`src/rtl/wb_stage.sv`:
```
// rtl/wb_stage.sv - RV32I write-back stage: result select, load align/extend, registered regfile write, retire counter.
// Optional WB_BYPASS_EN adds a combinational write-to-read bypass on two read ports.
module wb_stage #(
  parameter int WORD_SIZE = 32,
  parameter int CNT_WIDTH = 32
) (
  input  logic                 i_clk,
  input  logic                 i_rst_n,
  input  logic                 i_valid,
  output logic                 o_ready,
  input  logic                 i_flush,
  input  logic                 i_reg_write,
  input  logic [4:0]           i_rd,
  input  logic [1:0]           i_wb_sel,
  input  logic [WORD_SIZE-1:0] i_alu_result,
  input  logic [WORD_SIZE-1:0] i_pc_plus4,
  input  logic [WORD_SIZE-1:0] i_imm,
  input  logic [2:0]           i_funct3,
  input  logic [1:0]           i_addr_lo,
  input  logic [WORD_SIZE-1:0] i_mem_rdata,
  input  logic                 i_mem_rvalid,
`ifdef WB_BYPASS_EN
  input  logic [4:0]           i_Rnum1,
  input  logic [4:0]           i_Rnum2,
  input  logic [WORD_SIZE-1:0] i_Rd1,
  input  logic [WORD_SIZE-1:0] i_Rd2,
  output logic [WORD_SIZE-1:0] o_Rd1,
  output logic [WORD_SIZE-1:0] o_Rd2,
`endif
  output logic                 o_Wen,
  output logic [4:0]           o_Wnum,
  output logic [WORD_SIZE-1:0] o_Wd,
  output logic [CNT_WIDTH-1:0] o_retired
);

  typedef enum logic {S_IDLE, S_WAIT} state_t;

  state_t state, next_state;

  logic       ld_reg_write;
  logic [4:0] ld_rd;
  logic [2:0] ld_funct3;
  logic [1:0] ld_addr_lo;

  logic                 commit;
  logic                 latch_load;
  logic                 c_reg_write;
  logic [4:0]           c_rd;
  logic [WORD_SIZE-1:0] c_data;
  logic [7:0]           ld_byte;
  logic [15:0]          ld_half;
  logic [WORD_SIZE-1:0] ld_data;

  assign o_ready = (state == S_IDLE);

  always_comb begin
    ld_byte = i_mem_rdata[7:0];
    case (ld_addr_lo)
      2'd0: ld_byte = i_mem_rdata[7:0];
      2'd1: ld_byte = i_mem_rdata[15:8];
      2'd2: ld_byte = i_mem_rdata[23:16];
      2'd3: ld_byte = i_mem_rdata[31:24];
      default: ld_byte = i_mem_rdata[7:0];
    endcase
    ld_half = ld_addr_lo[1] ? i_mem_rdata[31:16] : i_mem_rdata[15:0];
    case (ld_funct3)
      3'b000:  ld_data = {{(WORD_SIZE-8){ld_byte[7]}}, ld_byte};
      3'b001:  ld_data = {{(WORD_SIZE-16){ld_half[15]}}, ld_half};
      3'b100:  ld_data = {{(WORD_SIZE-8){1'b0}}, ld_byte};
      3'b101:  ld_data = {{(WORD_SIZE-16){1'b0}}, ld_half};
      default: ld_data = i_mem_rdata;
    endcase
  end

  always_comb begin
    next_state  = state;
    commit      = 1'b0;
    latch_load  = 1'b0;
    c_reg_write = i_reg_write;
    c_rd        = i_rd;
    c_data      = i_alu_result;
    case (state)
      S_IDLE: begin
        if (i_valid && !i_flush) begin
          if (i_wb_sel == 2'b01) begin
            latch_load = 1'b1;
            next_state = S_WAIT;
          end else begin
            commit = 1'b1;
            case (i_wb_sel)
              2'b10:   c_data = i_pc_plus4;
              2'b11:   c_data = i_imm;
              default: c_data = i_alu_result;
            endcase
          end
        end
      end
      S_WAIT: begin
        c_reg_write = ld_reg_write;
        c_rd        = ld_rd;
        c_data      = ld_data;
        // Flush wins over a same-cycle data return: the load is dropped.
        if (i_flush) begin
          next_state = S_IDLE;
        end else if (i_mem_rvalid) begin
          commit     = 1'b1;
          next_state = S_IDLE;
        end
      end
      default: next_state = S_IDLE;
    endcase
  end

  always_ff @(posedge i_clk or negedge i_rst_n) begin
    if (!i_rst_n) begin
      state        <= S_IDLE;
      ld_reg_write <= 1'b0;
      ld_rd        <= 5'd0;
      ld_funct3    <= 3'd0;
      ld_addr_lo   <= 2'd0;
      o_Wen        <= 1'b0;
      o_Wnum       <= 5'd0;
      o_Wd         <= '0;
      o_retired    <= '0;
    end else begin
      state <= next_state;
      if (latch_load) begin
        ld_reg_write <= i_reg_write;
        ld_rd        <= i_rd;
        ld_funct3    <= i_funct3;
        ld_addr_lo   <= i_addr_lo;
      end
      o_Wen <= commit && c_reg_write && (c_rd != 5'd0);
      if (commit) begin
        o_Wnum    <= c_rd;
        o_Wd      <= c_data;
        o_retired <= o_retired + CNT_WIDTH'(1);
      end
    end
  end

`ifdef WB_BYPASS_EN
  assign o_Rd1 = (o_Wen && (o_Wnum == i_Rnum1) && (i_Rnum1 != 5'd0)) ? o_Wd : i_Rd1;
  assign o_Rd2 = (o_Wen && (o_Wnum == i_Rnum2) && (i_Rnum2 != 5'd0)) ? o_Wd : i_Rd2;
`endif

endmodule

```
`config.mk`:
```
export PLATFORM = sky130hd
export DESIGN_NAME = wb_stage
export DESIGN_NICKNAME = d
export VERILOG_FILES = /design/src/rtl/wb_stage.sv
export SDC_FILE = /design/constraint.sdc
export NUM_CORES = 1
export LEC_CHECK = 0
export CORE_UTILIZATION = 46
export DETAILED_ROUTE_END_ITERATION = 16
export GPL_TIMING_DRIVEN = 0
export PLACE_DENSITY = 0.95
export SLEW_MARGIN = 40
export SYNTH_ARGS = -nofsm -noshare
export SYNTH_HDL_FRONTEND = slang
export SYNTH_SLANG_ARGS = --single-unit
```
`constraint.sdc`:
```
create_clock -name i_clk -period 2.45 [get_ports i_clk]
set_input_delay 0.6125 -clock i_clk [delete_from_list [all_inputs] [get_ports i_clk]]
set_output_delay 0.6125 -clock i_clk [all_outputs]
set_load 0.005 [all_outputs]
```
# ---- Word-level counts from Yosys, hierarchy flattened
# Index checks and enable logic that the tools add are counted.
dict set report word_totals {
  word_cells 47
  output_inout_bits 71
  register_bits 82
  in_bits 146
}
dict set report op_classes {
  n_bitwise 1
  n_eq_ne 9
  add_sub_neg 1
  n_reduce_logical 7
  mux 20
}
# cell count
set op_table {}
lappend op_table {{$pmux W32 S2} 2}
lappend op_table {{$pmux W32 S4} 1}
lappend op_table {{$mux W32} 2}
lappend op_table {{$add A32 B1 Y32 const B} 1}
lappend op_table {{$pmux W8 S4} 1}
lappend op_table {{$mux W16} 1}
lappend op_table {{$mux W1} 10}
lappend op_table {{$eq A2 B2 Y1 const B} 4}
lappend op_table {{$eq A3 B3 Y1 const B} 2}
lappend op_table {{$mux W5} 1}
lappend op_table {{$reduce_bool A5 Y1} 1}
lappend op_table {{$eq A2 B1 Y1 const B} 2}
lappend op_table {{$pmux W1 S2} 2}
lappend op_table {{$eq A3 B1 Y1 const B} 1}
lappend op_table {{$logic_and A1 B1 Y1} 3}
lappend op_table {{$logic_not A3 Y1} 1}
lappend op_table {{$logic_not A2 Y1} 1}
lappend op_table {{$logic_not A1 Y1} 1}
lappend op_table {{$not A1 Y1} 1}

# ---- Longest topological paths before layout
# Gate-level depths: netlist of run 1.
dict set report depth {
  depth_word 6
  depth_mapped 9
  ltp_nobuf 5
}

# ---- Least setup slack after synthesis of run 1
# Ideal clock, no wire load.
dict set report synth_timing {
  kind {input -> register}
  start {input port i_wb_sel[0]}
  end {register o_Wd[15]}
  path_slack_ps 509
  required_time_ps 2324
  path_stages 8
  n_path_buf 3
  setup_ps 126
  arrival_time_ps 1815
  cell_sequence {buf_2 -> nor2b_4 -> o21ai_4 -> and2_1 -> buf_4 -> buf_6 -> o21ai_1 -> o32a_1}
}
dict set report synth_via {
  elab_chain_cells 5
  elab_cells_between_ends 10
  classes_between {eq/ne (3); mux (7)}
}
# element line_no
set synth_rtl {}
lappend synth_rtl {{start, declared} 14} ;# input logic [1:0] i_wb_sel,
lappend synth_rtl {{$eq A2 B2 Y1} 90} ;# case (i_wb_sel)
lappend synth_rtl {{$pmux W32 S2} 90}
lappend synth_rtl {{$mux W32} 85} ;# if (i_wb_sel == 2'b01) begin
lappend synth_rtl {{$mux W32} 84} ;# if (i_valid && !i_flush) begin
lappend synth_rtl {{$pmux W32 S2} 82} ;# case (state)
lappend synth_rtl {{end signal, assigned} 136} ;# o_Wd <= c_data;
lappend synth_rtl {{end, declared} 32} ;# output logic [WORD_SIZE-1:0] o_Wd,
# Parallel ways exist; a longest one is shown, timed or not.
# A chain may end at the register's enable or synchronous reset.

# ---- Final worst setup path of run 1
dict set report layout_timing {
  start {input port i_flush}
  end {register o_Wd[7]}
}
dict set report layout_via {
  elab_chain_cells 4
  elab_cells_between_ends 7
  classes_between {mux (5); reduce/logical (2)}
}
# element line_no
set layout_rtl {}
lappend layout_rtl {{start, declared} 11} ;# input logic i_flush,
lappend layout_rtl {{$logic_not A1 Y1} 84}
lappend layout_rtl {{$logic_and A1 B1 Y1} 84}
lappend layout_rtl {{$mux W32 or $mux W1 (tied branches)} 84}
lappend layout_rtl {{$pmux W32 S2 or $pmux W1 S2 (tied branches)} 82}
# Parallel ways exist; a longest one is shown, timed or not.

==> results.toml, run 1 <==
[status]
status = "finished, final reports clean"

[timing]
min_period_ps = 2400
relSlewSlack = 0.474
fin_crit_sh = 0.981
fin_skew_ps = 9.73
rsz0062_at_grt = "false"
final_hold_viol_count = 0
setup_viol = 0
fmax_mhz = 416
slew_viol_final = 0
setup_ws_ps = 45.9
tightest_slew_ps = 789

[layout]
layout-drive-gt1-share = 0.0910
area_growth_pct = 53.1
diodes = 0
nNetsFinal = 867
nFillCells = 701

[global_route]
antenna_found_initial = 0
grt_usage = 0.334
grt_pass1_vias = 5126
grt_max_degree = 53
grt_overflow = 0
grt_pass1_wl_um = 27800

[yosys]
syn-num-nets = 640
synth_commonest_cells = "82 x dfrtp_1, 43 x nor2_1, 38 x mux2i_1, 38 x nand2_1, 26 x o21ai_0"
synth_top_area_cell = "dfrtp_1"
synth_most_common_cell = "dfrtp_1"
avgSynthCellArea_um2 = 9.72
syn_inst = 493
postSynth.asyncResetShare = 1.00
yosys_register_bits = 82
ys.flop_type = "dfrtp_1"
synth_cell_type_count = 56
synth.top_cell.area_share = 0.428
synth_edf_count = 0
synth_warnings = 0
yosys-top-cells-area = "dfrtp_1 43%, mux2i_1 7.9%, xor2_1 3.5%, nor2_1 3.4%, mux2_2 3.1%"
seq_area_frac_synth = 0.428
synth_area_mm2 = 0.00479

[floorplanning]
design.core.area_mm2 = 0.00995
die_y_um = 104
num_rows = 36
initial_core_util = 0.481
die-width_um = 104
die_area_mm2 = 0.0108
io_pins = 217

[power]
power_density_mw_per_mm2 = 578
switchingPower_mw = 1.41
switching_share = 0.334
power_mw = 4.24
combPwrFrac = 0.355
ir_worst_vdd_mv = 0.355
power.leakage_nw = 3.06
p_seq_frac = 0.417
p_int_mw = 2.82
p_clk_frac = 0.228

[place]
dp_slack_ps = -581
numPortBuffers = 215
dp_hpwl_um = 13900
routabilityCongestion = 0.885

[routing]
drtIter0Drc = 376
ant_nets = 0
routed_wl_um = 17700
drt-wirelength-per-cell_um = 20.7
post-route-drc-count = 0
vias = 5062
via_per_inst = 5.90
drtPass1Iterations = 6

[cts]
clkSinkCount = 82
clk_path_buf_depth = 2
cts_tree = "built"
insertion_delay_ps = 370
clockRootBuffer = "clkbuf_8"
cts_buffers = 9
post_cts_buffers = 0
clk_pin_slew_worst_paths_ps = 90
h-tree-depth = 3

[setup_path]
crit_chain = "clkdlybuf4s50_1 > nor3b_1 > nand2_1 > clkbuf_1 > o22ai_1 > a221oi_1 > a31oi_1"
worst_setup_path_start_kind = "primary input"
slowest_delay_ps = 620
required_ps = 2690
cp_max_fo = 10
critPathCaptureType = "flop"
path_class = "primary input to flop"
crit_path_top_delay_cell = "clkdlybuf4s50_1"
worstPathArrival_ps = 2640

[worst_hold_path]
hold_path_class = "primary input to asynchronous set/reset pin"

[run]
maxCapViolations = 0
logic make-up after synthesis:
logic type | Yosys count | share of synthesized area
compound gates | 132 | 0.194
flops | 82 | 0.428
xor+xnor | 31 | 0.0567
buf+inv | 50 | 0.0460
fa+ha+maj | 1 | 0.00261
mux | 51 | 0.110
simple gates | 146 | 0.162
timing repair:
action | 4_1_cts | 5_1_grt
hold buffers | 0 | 0
setup endpoints to repair | 10 | 14
gates resized for setup | 1 | 3
cloned | 0 | 0
per-layer routing:
| metal | global-route usage | routed length [µm] |
|---|---|---|
| met1 | 0.426 | 6960 |
| met2 | 0.548 | 8650 |
| met3 | 0.0689 | 1400 |
| met4 | 0.148 | 713 |
| met5 | 0 | 0 |
through the flow:
| stage | TNS (ps) | hold WS, ps | instance area, µm² | utilization | std cells |
|---|---|---|---|---|---|
| 2_1_floorplan | 0 | 317 | 4790 | - | 493 |
| 3_3_place_gp | -175730 | 457 | 7110 | 0.714 | 841 |
| 3_5_place_dp | -9350 | 459 | 7140 | 0.717 | 842 |
| 4_1_cts | 0 | 122 | 7320 | 0.736 | 858 |
| 5_1_grt | 0 | 127 | 7330 | 0.737 | 858 |
| 6_report | 0 | 116 | 7330 | 0.737 | 858 |
layout make-up:
class	count	area (µm²)	share of cell area
clock buffers	10	138	0.0188
well taps	133	166	0.0227
multi-input cells	361	2520	0.344
repair buffers	216	2180	0.297
clock inverters	6	48.8	0.00666
inverters	18	67.6	0.00922
plain buffers	32	155	0.0212
flip-flops and latches	82	2050	0.280
cell usage in the layout, fill, tap and decap left out, types with 3 or more instances in the layout:
cell and n:
o22a_1 13, clkbuf_1 12, a21oi_1 21, xor2_1 19
nor4_2 3, mux2i_1 38, nor2b_1 8, nor2_1 43
a22o_1 6, clkbuf_8 10, nand2b_1 4, nor4_1 4
mux2_2 13, or4_1 3, nand2_1 38, inv_1 18
a22oi_1 13, nand4_1 5, clkdlybuf4s50_1 214, and4_1 3
a31oi_1 16, o221ai_1 10, nor3_1 11, nand3_1 8
xnor2_1 12, a211oi_1 6, buf_2 14, o21ai_0 26
a41oi_1 6, dfrtp_1 82
critical path: cells and delay by family:
family / cells / cell delay [ps]
AO/OA/AOI/OAI: 3 / 610
AND/OR/NAND/NOR: 2 / 330
buffers and inverters: 2 / 1090
registers in the layout (all words and copies together), names as in the netlist, 2 cells and up:
| name | count |
|---|---|
| o_retired | 32 |
| ld_funct3 | 3 |
| ld_addr_lo | 2 |
| ld_rd | 5 |
| o_Wnum | 5 |
| o_Wd | 32 |
final timing paths:
kind	start	to	slack, ps	cells past startpoint
max	i_flush	o_Wd[7]	50	7
min	i_rst_n	o_Wd[5]	120	1
max reg2reg	state	o_Wd[7]	400	7
min reg2reg	o_retired[31]	o_retired[31]	480	1
max in group asynchronous	i_rst_n	ld_reg_write	1770	2
min in group i_clk	o_retired[31]	o_retired[31]	480	1
power groups by stage:
| stage | clock network, mW | logic (mW) | registers, mW |
|---|---|---|---|
| 2_1_floorplan | 0 | 0.633 | 1.76 |
| 3_3_place_gp | 0 | 1.43 | 1.77 |
| 3_5_place_dp | 0 | 1.48 | 1.79 |
| 4_1_cts | 0.976 | 1.49 | 1.76 |
| 5_1_grt | 1.03 | 1.60 | 1.79 |
| 6_report | 0.967 | 1.50 | 1.77 |
Note: power is estimated with default switching activity, not from simulation.
==> run 2: changes to the inputs <==
==> constraint.sdc (replaced) <==
create_clock -name i_clk -period 2.45 [get_ports i_clk]
set_input_delay 0.6125 -clock i_clk [delete_from_list [all_inputs] [get_ports i_clk]]
set_output_delay 0.6125 -clock i_clk [all_outputs]
set_load 0.02 [all_outputs]
==> results.toml, run 2 (synthesized netlist as in run 1, its figures left out) <==
[power]
p_int_mw = 2.82
switching_share = 0.364
switchingPower_mw = 1.62
p_seq_frac = 0.397
power_mw = 4.44
power.leakage_nw = 3.06
p_clk_frac = 0.217
ir_worst_vdd_mv = 0.383
combPwrFrac = 0.386
power_density_mw_per_mm2 = 606

[routing]
top_layer = "met4"
met2_length_um = 8730
vias = 5071
m1WireLength_um = 6980
drt-wirelength-per-cell_um = 20.6
post-route-drc-count = 0
drtPass1Iterations = 6
route.met3.wl_um = 1300
routed_wl_um = 17700
drtIter0Drc = 404
via_per_inst = 5.91
ant_nets = 0

[layout]
fin_util = 0.737
reg_top3 = "o_Wd: 32 flops, o_retired: 32 flops"
nNetsFinal = 867
diodes = 0
area_growth_pct = 53.1
layout-drive-gt1-share = 0.0910
layout_commonest_cell = "clkdlybuf4s50_1"
layout_common_cells = "213 x clkdlybuf4s50_1, 82 x dfrtp_1, 43 x nor2_1"

[setup_path]
required_ps = 2680
crit_path_top_delay_cell = "clkdlybuf4s50_1"
cp.depth = 7
r2r_setup_slack_ps = 410
path_class = "primary input to flop"
reg2reg_depth = 7
path_buf_inv = 2
critPathCaptureType = "flop"
worstPathArrival_ps = 2620
crit_family = "buffers and inverters"
cp_max_fo = 10
slowest_delay_ps = 610
crit_chain = "clkdlybuf4s50_1 > nor3b_1 > nand2_1 > clkbuf_1 > o22ai_1 > a221oi_1 > a31oi_1"
worst_setup_path_start_kind = "primary input"

[floorplanning]
die-width_um = 104
initial_core_util = 0.481
die_area_mm2 = 0.0108
die_y_um = 104
io_pins = 217
design.core.area_mm2 = 0.00995
num_rows = 36

[global_route]
grt_pass1_vias = 5126
grt_overflow = 0
antenna_found_initial = 0
grt_usage = 0.334
grt_max_degree = 53
grt_pass1_wl_um = 27800

[timing]
fin_skew_ps = 9.14
setup_tns_ps = 0
fin_crit_sh = 0.972
relSlewSlack = 0.476
setup_viol = 0
fmax_mhz = 420
setup_ws_ps = 67.8
min_period_ps = 2380
final_hold_viol_count = 0
slew_viol_final = 0
tightest_slew_ps = 785
rsz0062_at_grt = "false"

[cts]
cts_buffers = 9
clk_pin_slew_worst_paths_ps = 90
cts_tree = "built"
insertion_delay_ps = 360
post_cts_buffers = 0
clockRootBuffer = "clkbuf_8"
clk_path_buf_depth = 2
h-tree-depth = 3
clkSinkCount = 82

[place]
dp_slack_ps = -581
routabilityCongestion = 0.885
dp_hpwl_um = 13900
numPortBuffers = 215

[run]
maxCapViolations = 0

[worst_hold_path]
hold_path_class = "primary input to asynchronous set/reset pin"

[status]
status = "finished, final reports clean"
[run 2: changes by cell type in the layout (fill, tap and decap cells not counted)]
| cell | change |
|---|---|
| clkdlybuf4s50_1 | -1 |
| dlymetal6s2s_1 | +1 |
[run 2: routing by layer]
metal	up-vias	track usage
met2	281	0.548
met1	2460	0.426
li1	2270	-
met5	-	0
met3	60	0.0689
met4	0	0.148
[run 2: area by class of cell]
type                    instances  area [µm²]
multi-input cells             361        2520
inverters                      18        67.6
repair buffers                216        2180
plain buffers                  32         155
flip-flops and latches         82        2050
clock buffers                  10         138
fillers                       701        2620
clock inverters                 6        48.8
well taps                     133         166
[run 2: timing repair]
action | CTS | global route
resized for setup | 1 | 4
hold buffers | 0 | 0
endpoints found under the setup margin | 10 | 15
hold endpoints to repair | 0 | 0
[run 2: power by group through the flow]
| stage | registers, mW | clock network (mW) | logic, mW |
|---|---|---|---|
| after global routing | 1.79 | 1.03 | 1.81 |
| after global placement | 1.77 | 0 | 1.65 |
| after CTS | 1.76 | 0.976 | 1.70 |
| after floorplan | 1.97 | 0 | 0.632 |
| after detailed placement | 1.79 | 0 | 1.69 |
| final | 1.77 | 0.964 | 1.71 |
[run 2: final timing paths]
check / start / end
max: i_flush / o_Wd[7]
min: i_rst_n / o_Wd[5]
max reg2reg: state / o_Wd[7]
min reg2reg: o_retired[31] / o_retired[31]
max in group asynchronous: i_rst_n / ld_reg_write
min in group i_clk: o_retired[31] / o_retired[31]
[run 2: worst register-to-register path: stages (launching register included)]
cell and delay (ps):
dfrtp_1 340, buf_2 200, nor3b_1 100, nand2_1 230, clkbuf_1 470, o22ai_1 130
a221oi_1 330, a31oi_1 140
[run 2: stage by stage]
step           hold WS [ps]  instances  instance area [µm²]
4_1_cts                 122        858                 7320
6_report                125        858                 7330
3_5_place_dp            459        842                 7140
5_1_grt                 127        858                 7330
2_1_floorplan           317        493                 4790
3_3_place_gp            457        841                 7110
==> run 3: changes to the inputs <==
--- a/config.mk
+++ b/config.mk
@@ -5,8 +5,10 @@
 export SDC_FILE = /design/constraint.sdc
 export NUM_CORES = 1
 export LEC_CHECK = 0
-export CORE_UTILIZATION = 46
+export ABC_AREA = 1
+export CORE_UTILIZATION = 49
 export DETAILED_ROUTE_END_ITERATION = 16
+export GPL_ROUTABILITY_DRIVEN = 0
 export GPL_TIMING_DRIVEN = 0
 export PLACE_DENSITY = 0.95
 export SLEW_MARGIN = 40
==> results.toml, run 3 <==
[status]
status = "finished, final reports clean"

[power]
ir_worst_vdd_mv = 0.553
power.leakage_nw = 3.72
power_mw = 5.03
power_density_mw_per_mm2 = 604

[place]
dpl_cell_area_mm2 = 0.00806
numPortBuffers = 215
dp_cells = 1239
dp_hpwl_um = 16000

[cts]
cts_tree = "built"
clk_path_buf_depth = 2
cts.repair.resized = 0
h-tree-depth = 3
cts_buffers = 9
clockRootBuffer = "clkbuf_16"
post_cts_buffers = 0
clk_pin_slew_worst_paths_ps = 60
insertion_delay_ps = 340
ctsHoldBuffers = 0
clkSinkCount = 82

[yosys]
yosys_register_bits = 82
synth_most_common_cell = "nand2_1"
syn_inst = 880
yosys-top-cells-area = "dfrtp_1 36%, nand2_1 21%, nand3_1 8.9%, a21oi_1 6.7%, nor2_1 5.8%"
syn-num-nets = 1027
synth_commonest_cells = "321 x nand2_1, 102 x nand3_1, 88 x nor2_1, 82 x dfrtp_1, 76 x a21oi_1"
synth_edf_count = 0
synth_area_mm2 = 0.00570
seq_area_frac_synth = 0.360
synth_cell_type_count = 34
synth_warnings = 0
avgSynthCellArea_um2 = 6.48
ys.flop_type = "dfrtp_1"
synth_top_area_cell = "dfrtp_1"
postSynth.asyncResetShare = 1.00
synth.top_cell.area_share = 0.360

[global_route]
grt_usage = 0.341
grt_pass1_wl_um = 31000
grt_overflow = 0
antenna_found_initial = 0
grt_pass1_vias = 6440
grt_max_degree = 43

[setup_path]
reg2reg_depth = 10
crit_start = "state"
critPathCaptureType = "output port"
required_ps = 1840
endpoint = "o_ready"
worst_setup_path_start_kind = "flop"
cp_max_fo = 10
r2r-start = "o_retired[1]"
r2r_setup_slack_ps = 720
reg2reg_to = "o_retired[28]"
path_class = "flop to output port"
worstPathArrival_ps = 1610

[layout]
layout_common_cells = "321 x nand2_1, 214 x clkdlybuf4s50_1, 102 x nand3_1"
diodes = 0
nNetsFinal = 1254
layout-drive-gt1-share = 0.0729
area_growth_pct = 46.0
fin_util = 0.733
reg_top3 = "o_Wd: 32 flops, o_retired: 32 flops"
nFillCells = 900
postLayoutCellArea_mm2 = 0.00833
instances_no_fill = 1254
layout_commonest_cell = "nand2_1"

[floorplanning]
die_area_mm2 = 0.0121
initial_core_util = 0.502
design.core.area_mm2 = 0.0114
num_rows = 39
die-width_um = 110
io_pins = 217
die_y_um = 110

[timing]
relSlewSlack = 0.623
fin_skew_ps = 9.05
rsz0062_at_grt = "false"
slew_viol_final = 0
setup_viol = 0
fmax_mhz = 449
min_period_ps = 2230
tightest_slew_ps = 565
final_hold_viol_count = 0
setup_tns_ps = 0
fin_crit_sh = 0.909

[run]
maxCapViolations = 0

[routing]
routed_wl_um = 20400
drt-wirelength-per-cell_um = 16.3
via_per_inst = 5.52
drtIter0Drc = 634
drtPass1Iterations = 9
vias = 6922
post-route-drc-count = 0
ant_nets = 0

[worst_hold_path]
hold_path_class = "primary input to asynchronous set/reset pin"
-- run 3: changes by cell type after synthesis, sizes merged, moves of 13 or more --
cell / previous run / this run
a22oi: 13 / 0
a31oi: 17 / 0
buf: 18 / 41
a21oi: 21 / 76
mux2i: 38 / 3
inv: 18 / 53
nand3: 9 / 103
nor2: 43 / 91
nand2: 38 / 327
-- run 3: kinds of logic (layout without fill, tap and decap cells) --
group	after synthesis	after routing	share of synthesized area
AND/OR/NAND/NOR	545	545	0.399
AO/OA/AOI/OAI	126	126	0.117
buffers and inverters	103	334	0.0840
flip-flops	82	82	0.360
XOR/XNOR	16	16	0.0246
multiplexers	7	7	0.0132
adder cells (fa/ha/maj)	1	1	0.00219
-- run 3: critical path: stages (launching register included) --
cell and delay, ps:
dfrtp_1 360, buf_4 170, inv_4 120, clkdlybuf4s50_1 620
-- run 3: area by class of cell --
| class | instances | area [µm²] | area share |
|---|---|---|---|
| multi-input combinational | 695 | 3170 | 0.381 |
| buffer | 50 | 278 | 0.0333 |
| inverter | 53 | 201 | 0.0242 |
| timing repair buffer | 216 | 2170 | 0.261 |
| tap | 143 | 179 | 0.0215 |
| clock inverter | 2 | 12.5 | 0.00150 |
| sequential | 82 | 2050 | 0.246 |
| clock buffer | 13 | 260 | 0.0312 |
-- run 3: report_power, final --
group          switching (mW)  internal, mW  leakage, nW
Combinational            1.07         0.891         2.57
Sequential              0.194          1.60         1.01
Clock                   0.544         0.736        0.132
-- run 3: routing by layer --
layer  vias to the layer above  share of wire  GRT usage
li1                       3297              -          -
met1                      3155           0.39      0.423
met2                       398           0.47      0.556
met3                        72          0.093     0.0830
met4                         0          0.044      0.159
met5                         -              0          0
-- run 3: metrics by stage --
| step | setup WS [ps] | hold slack, ps |
|---|---|---|
| final | 224 | 170 |
| after CTS | 228 | 189 |
| after detailed placement | 88.2 | 457 |
| after global routing | 183 | 199 |
| after global placement | -2190 | 461 |
| after floorplan | 823 | 317 |
-- run 3: how the worst min path moves through the flow --
stage                    end       from  cells past startpoint  slack, ps
4_1_cts        o_retired[26]    i_rst_n                      1        190
3_5_place_dp       o_Wnum[0]  o_Wnum[0]                      2        460
2_1_floorplan  ld_addr_lo[0]    i_rst_n                      0        320
3_3_place_gp       o_Wnum[0]  o_Wnum[0]                      2        460
6_report       o_retired[26]    i_rst_n                      1        170
5_1_grt        o_retired[26]    i_rst_n                      1        200
